<file path="src/rtl/result_unfold_pkg.sv">
// result_unfold_pkg: shared constants and types for the result unfold block.
//   FRAC_W_DEF / DIGITS_DEF : default magnitude fraction width and decimal digit count
//   state_t / ST_*          : controller state encoding
//   bcd_t                   : one BCD nibble
//   TEN                     : decimal radix used by the digit extraction step
package result_unfold_pkg;

    localparam int FRAC_W_DEF = 16;
    localparam int DIGITS_DEF = 4;

    typedef logic [1:0] state_t;
    localparam state_t ST_IDLE     = 2'd0;
    localparam state_t ST_CONV_COS = 2'd1;
    localparam state_t ST_CONV_SIN = 2'd2;
    localparam state_t ST_DONE     = 2'd3;

    typedef logic [3:0] bcd_t;
    localparam bcd_t TEN = 4'd10;

endpackage

</file>
<file path="src/rtl/result_unfold_frac_bcd_step.sv">
// frac_bcd_step: one fractional decimal digit extraction step.
//   rem      in  FRAC_W  fraction remainder (value = rem / 2^FRAC_W)
//   digit    out 4       next BCD digit, floor(rem * 10 / 2^FRAC_W), always 0..9
//   next_rem out FRAC_W  fraction left over after removing the digit
module frac_bcd_step
    import result_unfold_pkg::*;
#(
    parameter int FRAC_W = FRAC_W_DEF
) (
    input  logic [FRAC_W-1:0] rem,
    output bcd_t              digit,
    output logic [FRAC_W-1:0] next_rem
);

    logic [FRAC_W+3:0] p;

    // rem < 2^FRAC_W, so the product stays below 10 * 2^FRAC_W and the top nibble is 0..9.
    assign p        = {4'b0000, rem} * {{FRAC_W{1'b0}}, TEN};
    assign digit    = p[FRAC_W+3:FRAC_W];
    assign next_rem = p[FRAC_W-1:0];

endmodule

</file>
<file path="src/rtl/result_unfold.sv">
// result_unfold: restores full-circle signed cos/sin results from first-quadrant magnitudes
// and converts each to sign, integer digit and DIGITS truncated fractional BCD digits.
//   clk, rst_n            : clock, asynchronous active-low reset
//   in_valid / in_ready   : result handshake, accepted only while idle
//   cos_mag, sin_mag      : unsigned magnitudes, value = mag / 2^FRAC_W
//   cos_sign, sin_sign    : result signs, 1 = negative
//   c_s_swap              : exchange magnitudes before signing
//   out_valid             : one-cycle pulse when every result output updates
//   cos_val, sin_val      : signed two's-complement results
//   cos_neg/int/frac, sin_neg/int/frac : display sign, BCD integer digit, BCD fraction
// Optional macro RESULT_NEG_ZERO_CLR_EN: clear *_neg when all displayed digits are zero.
module result_unfold
    import result_unfold_pkg::*;
#(
    parameter int FRAC_W = FRAC_W_DEF,
    parameter int DIGITS = DIGITS_DEF
) (
    input  logic                clk,
    input  logic                rst_n,
    input  logic                in_valid,
    output logic                in_ready,
    input  logic [FRAC_W:0]     cos_mag,
    input  logic [FRAC_W:0]     sin_mag,
    input  logic                cos_sign,
    input  logic                sin_sign,
    input  logic                c_s_swap,
    output logic                out_valid,
    output logic [FRAC_W+1:0]   cos_val,
    output logic [FRAC_W+1:0]   sin_val,
    output logic                cos_neg,
    output logic                sin_neg,
    output logic [3:0]          cos_int,
    output logic [3:0]          sin_int,
    output logic [4*DIGITS-1:0] cos_frac,
    output logic [4*DIGITS-1:0] sin_frac
);

    localparam int CNT_W = (DIGITS > 1) ? $clog2(DIGITS) : 1;
    localparam logic [CNT_W-1:0] LAST = CNT_W'(DIGITS - 1);
    localparam logic [FRAC_W:0]  ONE  = {1'b1, {FRAC_W{1'b0}}};

    state_t              state_q, state_d;
    logic [CNT_W-1:0]    cnt_q, cnt_d;
    logic [FRAC_W:0]     cos_mag_q, sin_mag_q;
    logic                cos_sign_q, sin_sign_q;
    logic [FRAC_W-1:0]   cos_rem_q, sin_rem_q;
    logic [4*DIGITS-1:0] cos_sr_q, sin_sr_q;

    logic                accept, last_step, load;
    logic [FRAC_W:0]     cos_sat, sin_sat, cap_cos, cap_sin;
    logic [FRAC_W-1:0]   step_rem_in, step_rem;
    bcd_t                step_digit;
    logic [4*DIGITS-1:0] cos_sr_next, sin_sr_next;
    logic [FRAC_W+1:0]   cos_ext, sin_ext;
    logic                cos_neg_d, sin_neg_d;

    assign in_ready  = (state_q == ST_IDLE);
    assign accept    = in_valid && in_ready;
    assign last_step = (cnt_q == LAST);
    // Results are complete as the final sin digit is produced; load so they appear in DONE.
    assign load      = (state_q == ST_CONV_SIN) && last_step;

    assign cos_sat = (cos_mag > ONE) ? ONE : cos_mag;
    assign sin_sat = (sin_mag > ONE) ? ONE : sin_mag;
    assign cap_cos = c_s_swap ? sin_sat : cos_sat;
    assign cap_sin = c_s_swap ? cos_sat : sin_sat;

    // Single digit stage shared by both conversion phases.
    assign step_rem_in = (state_q == ST_CONV_SIN) ? sin_rem_q : cos_rem_q;

    frac_bcd_step #(
        .FRAC_W (FRAC_W)
    ) u_step (
        .rem      (step_rem_in),
        .digit    (step_digit),
        .next_rem (step_rem)
    );

    generate
        if (DIGITS > 1) begin : g_sr
            assign cos_sr_next = {cos_sr_q[4*DIGITS-5:0], step_digit};
            assign sin_sr_next = {sin_sr_q[4*DIGITS-5:0], step_digit};
        end else begin : g_sr1
            assign cos_sr_next = step_digit;
            assign sin_sr_next = step_digit;
        end
    endgenerate

    assign cos_ext = {1'b0, cos_mag_q};
    assign sin_ext = {1'b0, sin_mag_q};

`ifdef RESULT_NEG_ZERO_CLR_EN
    // Suppress "-0.0000": sign dropped when every displayed digit is zero.
    assign cos_neg_d = cos_sign_q && !(!cos_mag_q[FRAC_W] && (cos_sr_q == '0));
    assign sin_neg_d = sin_sign_q && !(!sin_mag_q[FRAC_W] && (sin_sr_next == '0));
`else
    assign cos_neg_d = cos_sign_q;
    assign sin_neg_d = sin_sign_q;
`endif

    always_comb begin
        state_d = state_q;
        cnt_d   = cnt_q;
        case (state_q)
            ST_IDLE: begin
                if (in_valid) begin
                    state_d = ST_CONV_COS;
                    cnt_d   = '0;
                end
            end
            ST_CONV_COS: begin
                if (last_step) begin
                    state_d = ST_CONV_SIN;
                    cnt_d   = '0;
                end else begin
                    cnt_d = cnt_q + 1'b1;
                end
            end
            ST_CONV_SIN: begin
                if (last_step) begin
                    state_d = ST_DONE;
                    cnt_d   = '0;
                end else begin
                    cnt_d = cnt_q + 1'b1;
                end
            end
            ST_DONE: state_d = ST_IDLE;
            default: state_d = ST_IDLE;
        endcase
    end

    always_ff @(posedge clk or negedge rst_n) begin
        if (!rst_n) begin
            state_q <= ST_IDLE;
            cnt_q   <= '0;
        end else begin
            state_q <= state_d;
            cnt_q   <= cnt_d;
        end
    end

    always_ff @(posedge clk or negedge rst_n) begin
        if (!rst_n) begin
            cos_mag_q  <= '0;
            sin_mag_q  <= '0;
            cos_sign_q <= 1'b0;
            sin_sign_q <= 1'b0;
            cos_rem_q  <= '0;
            sin_rem_q  <= '0;
            cos_sr_q   <= '0;
            sin_sr_q   <= '0;
        end else if (accept) begin
            cos_mag_q  <= cap_cos;
            sin_mag_q  <= cap_sin;
            cos_sign_q <= cos_sign;
            sin_sign_q <= sin_sign;
            cos_rem_q  <= cap_cos[FRAC_W-1:0];
            sin_rem_q  <= cap_sin[FRAC_W-1:0];
            cos_sr_q   <= '0;
            sin_sr_q   <= '0;
        end else if (state_q == ST_CONV_COS) begin
            cos_rem_q <= step_rem;
            cos_sr_q  <= cos_sr_next;
        end else if (state_q == ST_CONV_SIN) begin
            sin_rem_q <= step_rem;
            sin_sr_q  <= sin_sr_next;
        end
    end

    always_ff @(posedge clk or negedge rst_n) begin
        if (!rst_n) begin
            out_valid <= 1'b0;
            cos_val   <= '0;
            sin_val   <= '0;
            cos_neg   <= 1'b0;
            sin_neg   <= 1'b0;
            cos_int   <= '0;
            sin_int   <= '0;
            cos_frac  <= '0;
            sin_frac  <= '0;
        end else begin
            out_valid <= load;
            if (load) begin
                cos_val  <= cos_sign_q ? -cos_ext : cos_ext;
                sin_val  <= sin_sign_q ? -sin_ext : sin_ext;
                cos_neg  <= cos_neg_d;
                sin_neg  <= sin_neg_d;
                cos_int  <= {3'b000, cos_mag_q[FRAC_W]};
                sin_int  <= {3'b000, sin_mag_q[FRAC_W]};
                cos_frac <= cos_sr_q;
                sin_frac <= sin_sr_next;
            end
        end
    end

endmodule

</file>
<file path="config.mk">
export PLATFORM = sky130hd
export DESIGN_NAME = result_unfold
export DESIGN_NICKNAME = d
export VERILOG_FILES = /design/src/rtl/result_unfold_pkg.sv /design/src/rtl/result_unfold_frac_bcd_step.sv /design/src/rtl/result_unfold.sv
export SDC_FILE = /design/constraint.sdc
export NUM_CORES = 1
export LEC_CHECK = 0
export BUFFER_PORTS_ARGS = -buffer_cell sky130_fd_sc_hd__buf_4
export CAP_MARGIN = 25
export CORE_ASPECT_RATIO = 0.7
export CORE_UTILIZATION = 24
export DETAILED_ROUTE_END_ITERATION = 10
export PLACE_DENSITY = 0.48
export SYNTH_ARGS = -nofsm -noshare
export SYNTH_HDL_FRONTEND = slang
export SYNTH_HIERARCHICAL = 1
export SYNTH_SLANG_ARGS = --single-unit
</file>
<file path="constraint.sdc">
create_clock -name clk -period 4.5 [get_ports clk]
set_clock_uncertainty 0.15 [all_clocks]
set_input_delay 0 -clock clk [delete_from_list [all_inputs] [get_ports clk]]
set_output_delay 0 -clock clk [all_outputs]
set_load 0.02 [all_outputs]
</file>
==> results of run 1 <==
[power by group through the flow]
stage	registers (W)	clock network (W)	logic, W
after floorplan	0.00296	0	0.00405
after global placement	0.00285	0	0.00583
after detailed placement	0.00284	0	0.00591
after CTS	0.00282	0.00149	0.00599
after global routing	0.00291	0.00154	0.00667
final	0.00282	0.00145	0.00601
[worst max-delay path: stages (launching register included)]
cell and delay, ns:
sky130_fd_sc_hd__dfrtp_1 0.39, sky130_fd_sc_hd__inv_1 0.12, sky130_fd_sc_hd__ha_1 0.16, sky130_fd_sc_hd__buf_4 0.29, sky130_fd_sc_hd__mux2_2 0.41, sky130_fd_sc_hd__ha_1 0.30, sky130_fd_sc_hd__ha_1 0.23, sky130_fd_sc_hd__fa_1 0.41
sky130_fd_sc_hd__a21o_1 0.22, sky130_fd_sc_hd__a31o_2 0.26, sky130_fd_sc_hd__o2111ai_1 0.15, sky130_fd_sc_hd__nor2b_1 0.20, sky130_fd_sc_hd__xnor2_1 0.17, sky130_fd_sc_hd__mux2i_1 0.11, sky130_fd_sc_hd__a21oi_1 0.17
[through the flow]
stage          worst slack [ns]  hold slack (ns)  std cells  total power, W  area [um^2]
5_1_grt                   0.457           0.0815       1574          0.0111        11300
3_3_place_gp              0.753         -0.00607       1486         0.00868        10200
4_1_cts                   0.655          0.00697       1572          0.0103        11300
6_report                  0.661           0.0184       1574          0.0103        11300
2_1_floorplan             0.552           -0.446        948         0.00702         8890
3_5_place_dp              0.685        -0.000670       1487         0.00875        10200
[what timing repair did]
item / CTS / global route
buffers inserted: 0 / 0
endpoints found under the hold margin: 157 / 0
hold buffers: 54 / 0
setup endpoints to repair: 0 / 0
[layout by cell type, fill, tap and decap left out, types with 3 or more instances in the layout]
master and count:
sky130_fd_sc_hd__nand2_1 187, sky130_fd_sc_hd__dfrtp_1 173, sky130_fd_sc_hd__buf_4 122, sky130_fd_sc_hd__o21ai_0 81
sky130_fd_sc_hd__nor2_1 75, sky130_fd_sc_hd__dlygate4sd3_1 54, sky130_fd_sc_hd__a21oi_1 47, sky130_fd_sc_hd__mux2i_1 39
sky130_fd_sc_hd__ha_1 34, sky130_fd_sc_hd__xor2_1 31, sky130_fd_sc_hd__a22oi_1 30, sky130_fd_sc_hd__inv_1 25
sky130_fd_sc_hd__mux2_2 17, sky130_fd_sc_hd__clkbuf_16 17, sky130_fd_sc_hd__o22ai_1 16, sky130_fd_sc_hd__a22o_1 12
sky130_fd_sc_hd__nor4_1 11, sky130_fd_sc_hd__nand3_1 10, sky130_fd_sc_hd__xnor2_1 10, sky130_fd_sc_hd__o31ai_1 9
sky130_fd_sc_hd__nor2b_1 7, sky130_fd_sc_hd__conb_1 7, sky130_fd_sc_hd__o41ai_1 6, sky130_fd_sc_hd__o21ai_1 5
sky130_fd_sc_hd__a21o_1 5, sky130_fd_sc_hd__or4_1 3, sky130_fd_sc_hd__inv_6 3, sky130_fd_sc_hd__clkinv_4 3
sky130_fd_sc_hd__clkinv_2 3
[cell families (layout without fill, tap and decap cells)]
logic type,after synthesis,count (layout),share of synthesized area
fa+ha+maj,36,36,0.0516
buf+inv,90,236,0.0429
compound gates,232,232,0.162
simple gates,313,313,0.148
mux,56,56,0.0656
xor+xnor,41,41,0.0405
flops,173,173,0.488
other cells,2,7,0.000847
[layout make-up]
class | instances | share of cell area
multi-input combinational | 685 | 0.372
tap | 480 | 0.0532
timing repair buffer | 179 | 0.133
inverter | 26 | 0.00865
clock buffer | 19 | 0.0401
sequential | 173 | 0.384
clock inverter | 12 | 0.00998
[sequential cells by signal, indices dropped and copies added (netlist names), 2 cells and up]
signal,cells
sin_rem_q,16
sin_mag_q,17
cos_frac,16
sin_frac,16
cos_rem_q,16
sin_sr_q,12
cos_val,18
cos_sr_q,16
cnt_q,2
sin_val,18
cos_mag_q,17
state_q,2
[metal layers]
metal	track usage	up-vias
met2	0.216	177
met5	0	-
met1	0.203	3592
li1	-	3558
met4	0.0407	0
met3	0.0226	25
[Yosys cell counts (2+ instances only)]
| cell type | count | share of area |
|---|---|---|
| sky130_fd_sc_hd__dfrtp_1 | 173 | 0.49 |
| sky130_fd_sc_hd__nor2_1 | 75 | 0.032 |
| sky130_fd_sc_hd__nand3_1 | 10 | 0.0056 |
| sky130_fd_sc_hd__or3_1 | 2 | 0.0014 |
| sky130_fd_sc_hd__mux2i_1 | 39 | 0.044 |
| sky130_fd_sc_hd__o31ai_1 | 9 | 0.0076 |
| sky130_fd_sc_hd__buf_1 | 5 | 0.0021 |
| sky130_fd_sc_hd__o21bai_1 | 2 | 0.0017 |
| sky130_fd_sc_hd__o21ai_0 | 81 | 0.046 |
| sky130_fd_sc_hd__nor4_1 | 11 | 0.0078 |
| sky130_fd_sc_hd__or4_4 | 2 | 0.0025 |
| sky130_fd_sc_hd__a32oi_1 | 2 | 0.0020 |
| sky130_fd_sc_hd__nor2b_1 | 7 | 0.0049 |
| sky130_fd_sc_hd__inv_1 | 25 | 0.011 |
| sky130_fd_sc_hd__ha_1 | 35 | 0.049 |
| sky130_fd_sc_hd__a21oi_1 | 47 | 0.027 |
| sky130_fd_sc_hd__clkbuf_1 | 48 | 0.020 |
| sky130_fd_sc_hd__o21ai_1 | 5 | 0.0028 |
| sky130_fd_sc_hd__a22oi_1 | 30 | 0.025 |
| sky130_fd_sc_hd__a41oi_1 | 2 | 0.0020 |
| sky130_fd_sc_hd__mux2_2 | 17 | 0.022 |
| sky130_fd_sc_hd__conb_1 | 2 | 0.00085 |
| sky130_fd_sc_hd__and3_1 | 2 | 0.0014 |
| sky130_fd_sc_hd__or4_1 | 3 | 0.0025 |
| sky130_fd_sc_hd__a21o_1 | 5 | 0.0042 |
| sky130_fd_sc_hd__nand2b_1 | 2 | 0.0014 |
| sky130_fd_sc_hd__o311a_1 | 2 | 0.0023 |
| sky130_fd_sc_hd__xor2_1 | 31 | 0.031 |
| sky130_fd_sc_hd__buf_4 | 9 | 0.0076 |
| sky130_fd_sc_hd__o211ai_1 | 2 | 0.0017 |
| sky130_fd_sc_hd__a22o_1 | 12 | 0.012 |
| sky130_fd_sc_hd__xnor2_1 | 10 | 0.0099 |
| sky130_fd_sc_hd__nand2_1 | 189 | 0.080 |
| sky130_fd_sc_hd__o22ai_1 | 16 | 0.011 |
| sky130_fd_sc_hd__o41ai_1 | 6 | 0.0059 |
| sky130_fd_sc_hd__nor3_1 | 2 | 0.0011 |
[how the worst max path moves through the flow]
stage / to / slack (ns) / cells past startpoint
finish: cos_rem_q[14]$_DFFE_PN0P_ / 0.66 / 14
global route: cos_sr_q[1]$_DFFE_PN0P_ / 0.46 / 13
CTS: cos_rem_q[14]$_DFFE_PN0P_ / 0.66 / 14
detailed placement: cos_rem_q[14]$_DFFE_PN0P_ / 0.69 / 14
global placement: cos_sr_q[2]$_DFFE_PN0P_ / 0.75 / 14
floorplan: cos_sr_q[1]$_DFFE_PN0P_ / 0.55 / 15
==> key figures, run 1 <==
Status
  • Run status: complete, no violations

Drt
  • Antenna viol nets, final: 0
  • First DRT Iteration DRCs: 581
  • Metal3 WL: 1.09 mm
  • Top Layer Used: met4
  • Detailed Routing Iterations Pass 1: 5
  • Number of vias after detailed routing: 7352
  • Routed met1 length: 12.7 mm
  • Post-detailed-route wirelength per cell: 16.6 um
  • Routed via count divided by cell count: 4.67
  • Detailed route wirelength on metal2: 12.0 mm
  • Post-detailed-route DRC marker count: 0
  • Wire length reported by the detailed router: 26.2 mm

Timing
  • Measured slew at the worst slew-check pin: 0.893 ns
  • Final Cycle Share: 0.853
  • Aggregate negative setup slack: 0 ns
  • RSZ-0062 raised after global routing: false
  • Relative max-transition margin: 0.403
  • Final hold violations: 0
  • Endpoints failing setup: 0
  • Fmax: 260 MHz
  • Max Slew Vio Count: 0
  • Crit path time final: 3.84 ns

Clock tree
  • Clock-pin transition on the worst setup and hold timing paths: 0.07 ns
  • Clk sinks: 173
  • Clock Tree Root: sky130_fd_sc_hd__clkbuf_16
  • CTS tree: yes
  • Buffer depth of the longest clock path: 2
  • Number of buffers added by the clock tree synthesis step: 17
  • Post_cts resized: 0
  • Number of levels the H-tree was split into: 4
  • Insertion delay of the later-clocked pin in the worst-skew pair: 0.43 ns

Hold path
  • Type of the most critical hold path: in2reg
  • Instance count along the most critical hold path: 5
  • Endpoint with the worst hold slack: cos_mag_q[12]$_DFFE_PN0P_
  • Hold Path Origin: cos_mag[12]

Cells and area
  • Sequential cell area in the final layout: 4330 um^2
  • Number of filler instances in the final layout: 3800
  • Share of the core filled with cells in the final layout: 0.312
  • Layout Nets: 1158
  • Antenna diode count: 0
  • Area taken by multi-input logic gates: 4190 um^2
  • Area Overhead vs Synth: 27.2%
  • Share of layout cells above drive strength 1: 0.171

Setup path
  • RR Endpoint: cos_rem_q[14]$_DFFE_PN0P_
  • Arrival time of data at the critical path endpoint: 4.03 ns
  • Crit path capture type: flip-flop
  • Reg-to-reg slack, setup: 0.66 ns
  • WS Path Type: reg2reg
  • Required time of the critical path: 4.69 ns
  • Critical path fanouts, max: 21
  • R2r startpoint: state_q[0]$_DFFE_PN0P_
  • Crit path launch type: flip-flop
  • Worst reg2reg path depth: 14
  • CP startpoint: state_q[0]$_DFFE_PN0P_

Power and ir drop
  • Lkg Pwr: 5.36 nW
  • Power density of the placed cells: 910 nW/um^2
  • Power share of the sequential group: 0.274
  • Sw frac: 0.461
  • Net switching power: 0.00473 W
  • Internal power: 0.00554 W
  • Share of power burned in combinational logic: 0.585
  • Clock power frac: 0.141
  • Worst vdd ir: 0.421 mV

Global route
  • All-Layer GR Usage: 0.141
  • Global-route wire length before repair: 41.4 mm
  • GRT Residual Overflow: 0
  • Maximum number of pins on one net before global-route repair: 88
  • Number of antenna violations at the first check in global routing: 0
  • Number of global-route vias before repair: 7079

Floorplan
  • Die Area: 37700 um^2
  • Core area: 36100 um^2
  • Horiz. Die Dim: 232 um
  • Floorplan die height: 163 um
  • I/O pin total: 120
  • Effective utilization at floorplan: 0.245
  • Row count: 58

Synth
  • Synth Register Bits: 173
  • Post-synth EDFFs: 0
  • Per-instance average area after synthesis: 9.41 um^2
  • Most used DFF post-synth: sky130_fd_sc_hd__dfrtp_1
  • Mapped cell area: 8870 um^2
  • YS warnings: 6
  • Synthesized netlist cell count: 943
  • Proportion of synthesized chip area in sequential cells: 0.488
  • Post-synthesis cell type count: 59
  • Ys async rst share: 1.00

Placement
  • Weighted congestion reported at the end of routability-driven placement: 0.908
  • Count of input and output buffers: 113
  • HPWL after detailed placement: 18.6 mm

Flow run
  • Reported max-cap violation count: 0
No activity file was read; power rests on OpenSTA's default activity.
==> run 2, diff against run 1 <==
--- a/config.mk
+++ b/config.mk
@@ -5,12 +5,13 @@
 export SDC_FILE = /design/constraint.sdc
 export NUM_CORES = 1
 export LEC_CHECK = 0
-export BUFFER_PORTS_ARGS = -buffer_cell sky130_fd_sc_hd__buf_4
 export CAP_MARGIN = 25
 export CORE_ASPECT_RATIO = 0.7
 export CORE_UTILIZATION = 24
 export DETAILED_ROUTE_END_ITERATION = 10
-export PLACE_DENSITY = 0.48
+export DONT_BUFFER_PORTS = 1
+export PLACE_DENSITY = 0.4
+export SLEW_MARGIN = 20
 export SYNTH_ARGS = -nofsm -noshare
 export SYNTH_HDL_FRONTEND = slang
 export SYNTH_HIERARCHICAL = 1
==> run 2 against run 1 <==
  * Design area fell by 7.2%
  * Cell count is 6.9% lower
  * Clock-buffer cell count grew 1
  * Core utilization down 2.2 points
  * Sequential share of layout area grew 3.0 points
  * Sequential power grew 13%
  * Clock power barely moved
  * Critical path type unchanged
==> key figures, run 2 (synthesis gave the netlist of run 1 again) <==
Power and ir drop
  • Power density of the placed cells: 950 nW/um^2 (+4.3%)
  • Share of power burned in combinational logic: 0.533 (-0.052)
  • Net switching power: 0.00475 W (+0.29%)
  • Worst vdd ir: 0.319 mV (-24%)
  • Clock power frac: 0.147 (+0.006)
  • Power share of the sequential group: 0.320 (+0.046)
  • Internal power: 0.00520 W (-6.1%)
  • Sw frac: 0.477 (+0.0164)
  • Lkg Pwr: 4.80 nW (-10%)

Placement
  • Post-detailed-placement cell area: 9300 um^2 (-8.5%)
  • HPWL after detailed placement: 19.0 mm (+2.1%)
  • Count of input and output buffers: 0 (-100%)
  • Weighted congestion reported at the end of routability-driven placement: 0.854 (-5.9%)

Setup path
  • Required time of the critical path: 4.71 ns (+0.02 ns)
  • WS Path Type: reg2reg
  • Crit path capture type: flip-flop
  • Arrival time of data at the critical path endpoint: 4.27 ns (+0.24 ns)
  • Crit path launch type: flip-flop
  • CP startpoint: state_q[0]$_DFFE_PN0P_
  • R2r startpoint: state_q[0]$_DFFE_PN0P_
  • Critical path fanouts, max: 11 (-48%)

Timing
  • Fmax: 246 MHz (-5.4%)
  • Aggregate negative setup slack: 0 ns (unchanged)
  • Max Slew Vio Count: 0 (unchanged)
  • Measured slew at the worst slew-check pin: 0.914 ns (+0.0212 ns)
  • Final Cycle Share: 0.902 (+0.0485)
  • Crit path time final: 4.06 ns (+0.218 ns)
  • RSZ-0062 raised after global routing: false
  • Final hold violations: 0 (unchanged)
  • Relative max-transition margin: 0.391 (-0.0120)
  • Endpoints failing setup: 0 (unchanged)
  • Worst hold slack: 0.0905 ns (+0.0721 ns)

Global route
  • All-Layer GR Usage: 0.153 (+0.0120)
  • Number of global-route vias before repair: 6929 (-2.1%)
  • GRT Residual Overflow: 0 (unchanged)
  • Maximum number of pins on one net before global-route repair: 174 (+98%)
  • Number of antenna violations at the first check in global routing: 0 (unchanged)
  • Global-route wire length before repair: 43.7 mm (+5.7%)

Drt
  • Antenna viol nets, final: 0 (unchanged)
  • Post-detailed-route DRC marker count: 0 (unchanged)
  • First DRT Iteration DRCs: 508 (-13%)
  • Number of vias after detailed routing: 6937 (-5.6%)
  • Routed via count divided by cell count: 4.74 (+1.4%)
  • Wire length reported by the detailed router: 28.3 mm (+7.9%)
  • Post-detailed-route wirelength per cell: 19.3 um (+16%)
  • Detailed Routing Iterations Pass 1: 5 (unchanged)

Hold path
  • Type of the most critical hold path: in2reg
  • Hold Path Origin: cos_sign

Clock tree
  • Clock-pin transition on the worst setup and hold timing paths: 0.07 ns (about the same)
  • Clk sinks: 173 (unchanged)
  • Buffer depth of the longest clock path: 2 (unchanged)
  • Post_cts resized: 0 (unchanged)
  • Number of levels the H-tree was split into: 4 (unchanged)
  • Insertion delay of the later-clocked pin in the worst-skew pair: 0.43 ns (about the same)
  • Clock Tree Root: sky130_fd_sc_hd__clkbuf_16
  • CTS tree: yes
  • Number of buffers added by the clock tree synthesis step: 17 (unchanged)

Floorplan
  • Effective utilization at floorplan: 0.245 (unchanged)
  • Floorplan die height: 163 um (unchanged)
  • Core area: 36100 um^2 (unchanged)
  • Horiz. Die Dim: 232 um (unchanged)
  • Die Area: 37700 um^2 (unchanged)
  • I/O pin total: 120 (unchanged)
  • Row count: 58 (unchanged)

Cells and area
  • Most common cell after layout, fill and taps aside: sky130_fd_sc_hd__nand2_1
  • Layout Nets: 1049 (-9.4%)
  • Antenna diode count: 0 (unchanged)
  • Cell area after layout: 10500 um^2 (-7.2%)
  • Largest registers: cos_val: 18 flops, sin_val: 18 flops
  • Area Overhead vs Synth: 18.1%
  • Commonest non-fill, non-tap cells in the layout: 187 x sky130_fd_sc_hd__nand2_1, 173 x sky130_fd_sc_hd__dfrtp_1, 81 x sky130_fd_sc_hd__o21ai_0
  • Share of layout cells above drive strength 1: 0.0741 (-0.0968)
  • Share of the core filled with cells in the final layout: 0.290 (-0.0224)

Status
  • Run status: complete, no violations

Flow run
  • Reported max-cap violation count: 0 (unchanged)
run 2: changes by cell type in the layout (fill, tap and decap cells not counted):
| cell | delta |
|---|---|
| sky130_fd_sc_hd__dlygate4sd3_1 | +4 |
| sky130_fd_sc_hd__nor2b_1 | -1 |
| sky130_fd_sc_hd__clkbuf_1 | +2 |
| sky130_fd_sc_hd__buf_4 | -112 |
| sky130_fd_sc_hd__buf_16 | +1 |
| sky130_fd_sc_hd__clkbuf_8 | -1 |
| sky130_fd_sc_hd__clkinvlp_4 | +1 |
| sky130_fd_sc_hd__buf_12 | -1 |
| sky130_fd_sc_hd__clkinv_2 | -2 |
| sky130_fd_sc_hd__nor2b_2 | +1 |
| sky130_fd_sc_hd__buf_6 | -1 |
run 2: area by class of cell:
type / count / area (um^2)
clock buffer: 20 / 447
inverter: 26 / 97.6
clock inverter: 11 / 110
fill: 3824 / 25700
timing repair buffer: 70 / 694
sequential: 173 / 4330
multi-input combinational: 685 / 4200
tap: 480 / 601
run 2: power groups by stage:
stage	Sequential, W	Combinational (W)	Clock, W
floorplan	0.00296	0.00405	0
global placement	0.00323	0.00514	0
detailed placement	0.00322	0.00516	0
CTS	0.00320	0.00530	0.00151
global route	0.00329	0.00596	0.00157
finish	0.00318	0.00530	0.00146
run 2: metrics by stage:
step / cells / power, W / setup slack [ns]
after floorplan: 948 / 0.00702 / 0.552
after global placement: 1373 / 0.00837 / 0.526
after detailed placement: 1374 / 0.00838 / 0.476
after CTS: 1463 / 0.0100 / 0.454
after global routing: 1465 / 0.0108 / 0.230
final: 1465 / 0.00995 / 0.443
run 2: path summary, 6_finish.rpt:
kind	endpoint	slack, ns	depth (start not counted)
min reg2reg	cos_frac[14]$_DFFE_PN0P_	0.33	2
min in group asynchronous	sin_val[0]$_DFFE_PN0P_	0.14	2
min	cos_neg_d$_DFFE_PN0P_	0.09	3
max	cos_sr_q[1]$_DFFE_PN0P_	0.44	13
max in group asynchronous	sin_frac[15]$_DFFE_PN0P_	3.37	2
max reg2reg	cos_sr_q[1]$_DFFE_PN0P_	0.44	13
run 2: timing repair:
| item | in CTS | in global routing |
|---|---|---|
| hold buffers | 58 | 1 |
| endpoints found under the hold margin | 245 | 2 |
| endpoints found under the setup margin | 0 | 0 |
| buffers inserted | 0 | 0 |
run 2: worst max-delay path, stage by stage, from the launching register on:
cell and delay [ns]:
sky130_fd_sc_hd__dfrtp_1 0.39, sky130_fd_sc_hd__inv_1 0.12, sky130_fd_sc_hd__ha_1 0.51, sky130_fd_sc_hd__buf_4 0.26, sky130_fd_sc_hd__mux2_2 0.37, sky130_fd_sc_hd__ha_1 0.28, sky130_fd_sc_hd__ha_1 0.36, sky130_fd_sc_hd__and3_2 0.27
sky130_fd_sc_hd__a221oi_2 0.34, sky130_fd_sc_hd__o21ai_1 0.13, sky130_fd_sc_hd__or4b_1 0.48, sky130_fd_sc_hd__nand3_1 0.14, sky130_fd_sc_hd__mux2i_1 0.09, sky130_fd_sc_hd__nor2_1 0.10
run 2: routing by layer:
metal,routed length (um),up-vias,global-route usage,part of all wire
li1,-,3324,-,-
met1,13400,3407,0.208,0.47
met2,13200,172,0.244,0.47
met3,1080,34,0.0294,0.038
met4,607,0,0.0452,0.021
met5,0,-,0,0
